--- config.mk ---
export PLATFORM = sky130hd
export DESIGN_NAME = mux_rr_nx1
export DESIGN_NICKNAME = d
export VERILOG_FILES = /design/src/rtl/mux_rr_nx1.sv
export SDC_FILE = /design/constraint.sdc
export NUM_CORES = 1
export LEC_CHECK = 0
export BUFFER_PORTS_ARGS = -buffer_cell sky130_fd_sc_hd__buf_2
export CAP_MARGIN = 10
export CORE_MARGIN = 5
export CORE_UTILIZATION = 55
export DETAILED_ROUTE_END_ITERATION = 7
export PLACE_DENSITY = 0.89
export REMOVE_ABC_BUFFERS = 1
export SETUP_SLACK_MARGIN = 0.05
export SLEW_MARGIN = 10
export SYNTH_ARGS = -nofsm -noshare
export SYNTH_HDL_FRONTEND = slang
export SYNTH_SLANG_ARGS = --single-unit
export TNS_END_PERCENT = 30
--- constraint.sdc ---
create_clock -name clk -period 9.1 [get_ports clk]
set_input_delay 0.91 -clock clk [delete_from_list [all_inputs] [get_ports clk]]
set_output_delay 0.91 -clock clk [all_outputs]
set_load 0.01 [all_outputs]
--- src/rtl/mux_rr_nx1.sv ---
// N-to-1 registered mux with fixed-select or round-robin arbitration and a one-deep output register.
// Optional build macro MUX_RR_LOCK_EN adds packet locking through the in_last/out_last ports.
//
// state   | meaning
// --------+------------------------------------------------
// S_EMPTY | output register holds no beat (out_valid=0)
// S_FULL  | output register holds a beat awaiting out_ready
module mux_rr_nx1 #(
   parameter  int N  = 8,
   parameter  int W  = 8,
   localparam int SW = (N > 1) ? $clog2(N) : 1
) (
   input  logic            clk,
   input  logic            rst_n,
   input  logic            en,
   input  logic            mode,
   input  logic [SW-1:0]   sel,
   input  logic [N-1:0]    in_valid,
   input  logic [N*W-1:0]  in_data,
   output logic [N-1:0]    in_ready,
   input  logic            out_ready,
   output logic            out_valid,
   output logic [W-1:0]    out_data,
`ifdef MUX_RR_LOCK_EN
   input  logic [N-1:0]    in_last,
   output logic            out_last,
`endif
   output logic [SW-1:0]   out_chan
);

   typedef enum logic {S_EMPTY = 1'b0, S_FULL = 1'b1} state_t;

   state_t          r_state;
   logic [W-1:0]    r_data;
   logic [SW-1:0]   r_chan;
   logic [SW-1:0]   r_ptr;

   logic            w_free;
   logic            w_gnt_vld;
   logic [SW-1:0]   w_gnt;
   logic [SW-1:0]   w_idx;
   logic            w_en_ok;
   logic            w_accept;
   logic            w_last;
   logic            w_ptr_upd;

`ifdef MUX_RR_LOCK_EN
   logic            r_lock;
   logic [SW-1:0]   r_lock_chan;
   logic            r_last;
`endif

   assign out_valid = (r_state == S_FULL);
   assign out_data  = r_data;
   assign out_chan  = r_chan;
`ifdef MUX_RR_LOCK_EN
   assign out_last  = r_last;
`endif

   always_comb begin
      w_free    = ~out_valid | out_ready;
      w_gnt     = '0;
      w_gnt_vld = 1'b0;
      w_idx     = '0;
      if (mode) begin
         // Rotating search starting at r_ptr; N is a power of two so the add wraps naturally.
         for (int i = 0; i < N; i++) begin
            w_idx = r_ptr + SW'(i);
            if (!w_gnt_vld && in_valid[w_idx]) begin
               w_gnt     = w_idx;
               w_gnt_vld = 1'b1;
            end
         end
      end else begin
         w_gnt     = sel;
         w_gnt_vld = 1'b1;
      end
`ifdef MUX_RR_LOCK_EN
      if (r_lock) begin
         w_gnt     = r_lock_chan;
         w_gnt_vld = 1'b1;
      end
      w_last    = in_last[w_gnt];
`else
      w_last    = 1'b1;
`endif
      w_en_ok   = rst_n & w_free & en & w_gnt_vld;
      w_accept  = w_en_ok & in_valid[w_gnt];
      w_ptr_upd = w_accept & mode & w_last;
      in_ready  = w_en_ok ? ({{(N-1){1'b0}}, 1'b1} << w_gnt) : '0;
   end

   always_ff @(posedge clk) begin
      if (!rst_n) begin
         r_state     <= S_EMPTY;
         r_data      <= '0;
         r_chan      <= '0;
         r_ptr       <= '0;
`ifdef MUX_RR_LOCK_EN
         r_lock      <= 1'b0;
         r_lock_chan <= '0;
         r_last      <= 1'b0;
`endif
      end else begin
         case (r_state)
            S_EMPTY: if (w_accept) r_state <= S_FULL;
            S_FULL:  if (out_ready && !w_accept) r_state <= S_EMPTY;
            default: r_state <= S_EMPTY;
         endcase
         if (w_accept) begin
            r_data <= in_data[w_gnt*W +: W];
            r_chan <= w_gnt;
         end
         if (w_ptr_upd) r_ptr <= w_gnt + SW'(1);
`ifdef MUX_RR_LOCK_EN
         if (w_accept) begin
            r_lock      <= ~w_last;
            r_lock_chan <= w_gnt;
            r_last      <= w_last;
         end
`endif
      end
   end

endmodule

==> flow_summary_export.csv, run 1 <==
group,metric,value,unit
routing,drc,0,
grt,grt_usage,0.237,
synthesis,synth_xor_area_frac,0.00668,
worst_hold_path,hold_class,"flip-flop to flip-flop",
placement,dp_hpwl,5690,um
synthesis,ys.flop_type,"dfxtp_1",
final_layout,nets,453,
power_and_ir_drop,p_leak,1.41,nW
worst_setup_path,crit_arrival,5.56,ns
final_layout,area_growth,17.9,%
clock_tree,root_buffer,"clkbuf_8",
synthesis,ys_types,59,
routing,drtIter0Drc,267,
final_layout,multi_input_area,2130,sq um
grt,grt_first_pass_wirelength,12000,um
synthesis,synth.most_common_cell,"mux2i_1",
sta,slew-limit-headroom,0.398,
floorplan,die_h,79.1,um
flow_run,max_cap_viol_count,0,
sta,slew_violations,0,
grt,grt_pass1_vias,2628,
synthesis,synth_compound_area_frac,0.223,
sta,worst_slew_pin_slew,0.901,ns
clock_tree,cts-htree-levels,1,
final_layout,final.fill_count,384,
sta,timing.final.ws_setup,2.63,ns
worst_setup_path,critPathRequiredTime,8.19,ns
sta,fin_crit,6.47,ns
synthesis,synth_async_sr_flop_share,0,
grt,overflow,0,
synthesis,synth_top_family_by_area,"multiplexers",
final_layout,fin_cells,418,
routing,num_vias,2669,
floorplan,fp.dieW,79.1,um
sta,hold_viol_final,0,
clock_tree,post_cts_resized,0,
clock_tree,hold_buffers,0,
synthesis,synth.area.top_cells,"mux2i_1 (18%), mux4_2 (15%), dfxtp_1 (11%)",
clock_tree,cts_inserted_buffers,3,
clock_tree,cts_tree,"done",
worst_setup_path,timing.rr.start,"r_ptr[0]$_SDFFE_PN0P_",
synthesis,synth_edf_count,0,
grt,grt_max_degree,38,
synthesis,yosys-top-cells-count,"mux2i_1 (48), nand2_1 (19), mux4_2 (18)",
synthesis,ys_seq_elements,15,
placement,place_congestion,0.992,
floorplan,core,4660,sq um
sta,rsz0062_at_grt,"false",
synthesis,postSynthCellCount,288,
floorplan,ioPinCount,100,
floorplan,dieArea,6250,sq um
floorplan,start_util,0.563,
worst_setup_path,cp_max_fo,24,
sta,timing.fmax,154,MHz
clock_tree,cts_max_path_buffers,2,
worst_setup_path,start_kind,"flip-flop",
power_and_ir_drop,ir_worst_vdd,0.100,mV
power_and_ir_drop,p_per_area,173,nW/um^2
worst_setup_path,cp-startpoint,"r_ptr[0]$_SDFFE_PN0P_",
worst_hold_path,min_from,"out_data[3]$_SDFFE_PN0P_",
final_layout,drive_above_1_share,0.415,
clock_tree,clk_pin_slew,0.07,ns
worst_setup_path,crit_type,"flip-flop to primary output",
routing,drt_wl_total,7580,um
synthesis,synth_simple_gate_area_share,0.128,
clock_tree,clk_latency,0.26,ns
synthesis,synthAdderAreaFrac,0.0382,
clock_tree,cts_sinks,15,
grt,antenna_found_initial,0,
clock_tree,cts_setup_buffers,0,
sta,final.setup_skew,0.00757,ns
floorplan,num_rows,25,
synthesis,ys_seq_area_frac,0.115,
synthesis,ys.warnings.count,0,
synthesis,yosysTopAreaCellShare,0.183,
placement,portBuffers,99,
placement,post-place-ws,2.94,ns
outcome,status,"finished clean",
sta,setup_viol,0,
placement,place_inst,414,
final_layout,antenna_cells,0,
sta,fin_setup_tns,0,ns
synthesis,netlist_area,2620,sq um
routing,first_pass_iters,4,
synthesis,synth.area.mux_share,0.418,
worst_setup_path,endpoint_kind,"primary output",
synthesis,yosys.area.top_type,"mux2i_1",
final_layout,regArea,300,sq um
routing,ant_nets,0,
routing,routed_via_density,6.39,
synthesis,syn_avg_cell_area,9.11,sq um
routing,routedWlPerCell,18.1,um
sta,post-route-period-util,0.711,
## final timing paths
| check | endpoint | slack (ns) | depth (start not counted) |
|---|---|---|---|
| min reg2reg | out_data[3]$_SDFFE_PN0P_ | 0.47 | 1 |
| min | out_data[3]$_SDFFE_PN0P_ | 0.47 | 1 |
| max | in_ready[7] | 2.63 | 13 |
| max reg2reg | r_ptr[1]$_SDFFE_PN0P_ | 2.84 | 14 |
## through the flow
| stage | hold slack [ns] | total power (W) | cell area [sq um] | utilization |
|---|---|---|---|---|
| after floorplan | 0.513 | 0.000377 | 2480 | - |
| after global placement | 0.454 | 0.000461 | 3050 | 0.654 |
| after detailed placement | 0.462 | 0.000473 | 3050 | 0.654 |
| after CTS | 0.477 | 0.000531 | 3090 | 0.663 |
| after global routing | 0.502 | 0.000572 | 3090 | 0.663 |
| final | 0.474 | 0.000535 | 3090 | 0.663 |
## metal layers
layer  wire, um  up-vias  GRT usage
li1           -     1264          -
met1       2910     1232      0.294
met2       3760      154      0.411
met3        737       19     0.0420
met4        175        0     0.0808
met5          0        -          0
## placed cells by master, fill, tap and decap left out, types with 3 or more instances in the layout
master / n
inv_2: 4
o311ai_1: 4
nand3_1: 5
mux4_2: 18
buf_2: 99
or3b_1: 4
ha_1: 8
a21oi_1: 7
o2bb2ai_1: 3
a21boi_1: 5
clkbuf_8: 3
nand2_1: 19
nor3_1: 3
a211o_1: 7
o211a_1: 3
a211oi_1: 9
mux2i_1: 48
nor2_1: 16
o21ai_0: 14
a31o_1: 3
mux2_2: 13
inv_1: 6
and2_1: 4
nand2b_1: 3
dfxtp_1: 15
## sequential cells by signal, summed over array words and instances (netlist names)
| signal | flops |
|---|---|
| r_ptr | 3 |
| out_chan | 3 |
| out_valid | 1 |
| out_data | 8 |
## power breakdown
part	leakage [nW]	internal [W]	switching [W]
Sequential	0.122	0.0000771	0.0000191
Combinational	1.27	0.000178	0.000204
Clock	0.0228	0.0000311	0.0000249
## worst max-delay path: stages (launching register included)
cell and delay [ns]:
dfxtp_1 0.78, inv_2 0.28, ha_1 0.95, mux4_2 0.62, mux2_2 0.29, nand2_1 0.08, a31oi_1 0.11, a211o_1 0.30
o21ai_2 0.63, inv_2 0.47, ha_1 0.34, ha_1 0.19, and2_1 0.12, buf_2 0.13
## logic make-up (layout without fill, tap and decap cells)
logic type               after synthesis  in the layout
AND/OR/NAND/NOR                       66             66
adder cells (fa/ha/maj)                8              8
multiplexers                          82             82
AO/OA/AOI/OAI                         76             76
flip-flops                            15             15
XOR/XNOR                               2              2
buffers and inverters                 39            115
## final cells by class
class	instances	area share
Sequential cell	15	0.0971
Inverter	11	0.0138
Clock buffer	4	0.0146
Multi-Input combinational cell	234	0.690
Timing Repair Buffer	100	0.163
Tap cell	54	0.0219
No activity file was read; power rests on OpenSTA's default activity.
==> run 2: changes to the inputs <==
--- a/config.mk
+++ b/config.mk
@@ -8,9 +8,9 @@
 export BUFFER_PORTS_ARGS = -buffer_cell sky130_fd_sc_hd__buf_2
 export CAP_MARGIN = 10
 export CORE_MARGIN = 5
-export CORE_UTILIZATION = 55
+export CORE_UTILIZATION = 46
 export DETAILED_ROUTE_END_ITERATION = 7
-export PLACE_DENSITY = 0.89
+export PLACE_DENSITY = 0.8
 export REMOVE_ABC_BUFFERS = 1
 export SETUP_SLACK_MARGIN = 0.05
 export SLEW_MARGIN = 10
==> constraint.sdc (replaced) <==
create_clock -name clk -period 5.25 [get_ports clk]
set_input_delay 0.525 -clock clk [delete_from_list [all_inputs] [get_ports clk]]
set_output_delay 0.525 -clock clk [all_outputs]
set_load 0.01 [all_outputs]
==> flow_summary_export.csv, run 2 (synthesized netlist as in run 1, its figures left out) <==
group,metric,value,unit
clock_tree,clk_pin_slew,0.06,ns
routing,drc,0,
clock_tree,hold_buffers,0,
floorplan,num_rows,27,
sta,rsz0062_at_grt,"false",
placement,portBuffers,99,
grt,grt_pass1_vias,2767,
placement,place_inst,438,
grt,grt_first_pass_wirelength,12900,um
sta,fin_setup_tns,0,ns
power_and_ir_drop,power_frac_seq,0.155,
clock_tree,cts_tree,"done",
final_layout,antenna_cells,0,
routing,first_pass_iters,4,
clock_tree,cts-htree-levels,1,
grt,grt_usage,0.214,
floorplan,dieArea,7310,sq um
final_layout,fin_cells,442,
power_and_ir_drop,netSwitchingFraction,0.458,
routing,ant_nets,0,
final_layout,final_cell_mix,"buf_2 (99), mux2i_1 (48), nand2_1 (19), mux4_2 (18), nor2_1 (16)",
final_layout,layout_commonest_cell,"buf_2",
grt,antenna_found_initial,0,
final_layout,drive_above_1_share,0.424,
placement,place_congestion,0.859,
clock_tree,cts_max_path_buffers,2,
sta,worst_slew_pin_slew,0.851,ns
floorplan,start_util,0.473,
worst_setup_path,crit_type,"flip-flop to primary output",
sta,slew_violations,0,
sta,final.setup_skew,0.00185,ns
final_layout,largest_reg_flops,8,
final_layout,nets,459,
worst_setup_path,start_kind,"flip-flop",
routing,num_vias,2648,
sta,fin_crit,4.68,ns
floorplan,die_h,85.5,um
power_and_ir_drop,p_per_area,296,nW/um^2
grt,grt_max_degree,38,
worst_setup_path,cp_max_fo,37,
clock_tree,cts_setup_buffers,0,
clock_tree,root_buffer,"clkbuf_8",
power_and_ir_drop,power_frac_comb,0.742,
routing,routed_via_density,5.99,
sta,setup_viol,0,
clock_tree,cts_sinks,15,
flow_run,max_cap_viol_count,0,
placement,dp_hpwl,5850,um
grt,overflow,0,
sta,slew-limit-headroom,0.431,
floorplan,fp.dieW,85.5,um
worst_setup_path,critPathRequiredTime,4.72,ns
routing,drtIter0Drc,298,
floorplan,core,5540,sq um
power_and_ir_drop,p_sw,0.000428,W
sta,timing.final.ws_setup,0.568,ns
clock_tree,clk_latency,0.25,ns
worst_setup_path,endpoint_kind,"primary output",
outcome,status,"finished clean",
sta,timing.fmax,214,MHz
clock_tree,post_cts_resized,0,
sta,post-route-period-util,0.892,
routing,drt_wl_total,7640,um
final_layout,area_growth,20.5,%
clock_tree,cts_inserted_buffers,3,
sta,whs,0.480,ns
power_and_ir_drop,p_int,0.000506,W
sta,hold_viol_final,0,
placement,post-place-ws,0.711,ns
routing,routedWlPerCell,17.3,um
worst_setup_path,crit_arrival,4.16,ns
power_and_ir_drop,ir_worst_vdd,0.169,mV
worst_hold_path,hold_class,"flip-flop to flip-flop",
power_and_ir_drop,power.share.clock,0.104,
floorplan,ioPinCount,100,
power_and_ir_drop,p_leak,1.44,nW
-- run 2: cell type report --
type                            instances  area, sq um
Fill cell                             516         2380
Multi-Input combinational cell        234         2130
Timing Repair Buffer                  106          548
Sequential cell                        15          300
Tap cell                               72         90.1
Clock buffer                            4         45.0
Inverter                               11         42.5
-- run 2: worst max-delay path: stages (launching register included) --
cell and delay, ns:
dfxtp_1 0.34, inv_2 0.12, ha_1 0.62, buf_4 0.28
mux2i_1 0.09, mux4_2 0.55, nand2_1 0.16, a211o_1 0.14
a32oi_2 0.14, mux2i_4 0.15, buf_4 0.39, clkinv_2 0.17
ha_1 0.26, ha_1 0.20, and2_1 0.12, buf_2 0.13
-- run 2: final timing paths --
path,cells past startpoint,start,slack [ns],endpoint
max,15,r_ptr[0]$_SDFFE_PN0P_,0.57,in_ready[7]
min reg2reg,1,out_data[3]$_SDFFE_PN0P_,0.48,out_data[3]$_SDFFE_PN0P_
max reg2reg,15,r_ptr[0]$_SDFFE_PN0P_,0.68,out_data[5]$_SDFFE_PN0P_
min,1,out_data[3]$_SDFFE_PN0P_,0.48,out_data[3]$_SDFFE_PN0P_
-- run 2: power by group through the flow --
stage	Sequential [W]	Clock [W]	Combinational, W
after floorplan	0.000170	0	0.000482
after global routing	0.000147	0.000101	0.000762
after CTS	0.000144	0.0000981	0.000693
after global placement	0.000146	0	0.000673
after detailed placement	0.000146	0	0.000690
final	0.000144	0.0000968	0.000693
-- run 2: layer usage --
metal / GRT usage / wire length, um
met1: 0.263 / 3080
met4: 0.0863 / 207
met2: 0.369 / 3800
met3: 0.0375 / 559
met5: 0 / 0
-- run 2: per-stage QoR --
step / util / total power [W] / area, sq um
final: 0.570 / 0.000934 / 3160
after global routing: 0.570 / 0.00101 / 3160
after CTS: 0.570 / 0.000935 / 3160
after detailed placement: 0.562 / 0.000837 / 3110
after global placement: 0.562 / 0.000819 / 3110
after floorplan: - / 0.000653 / 2480
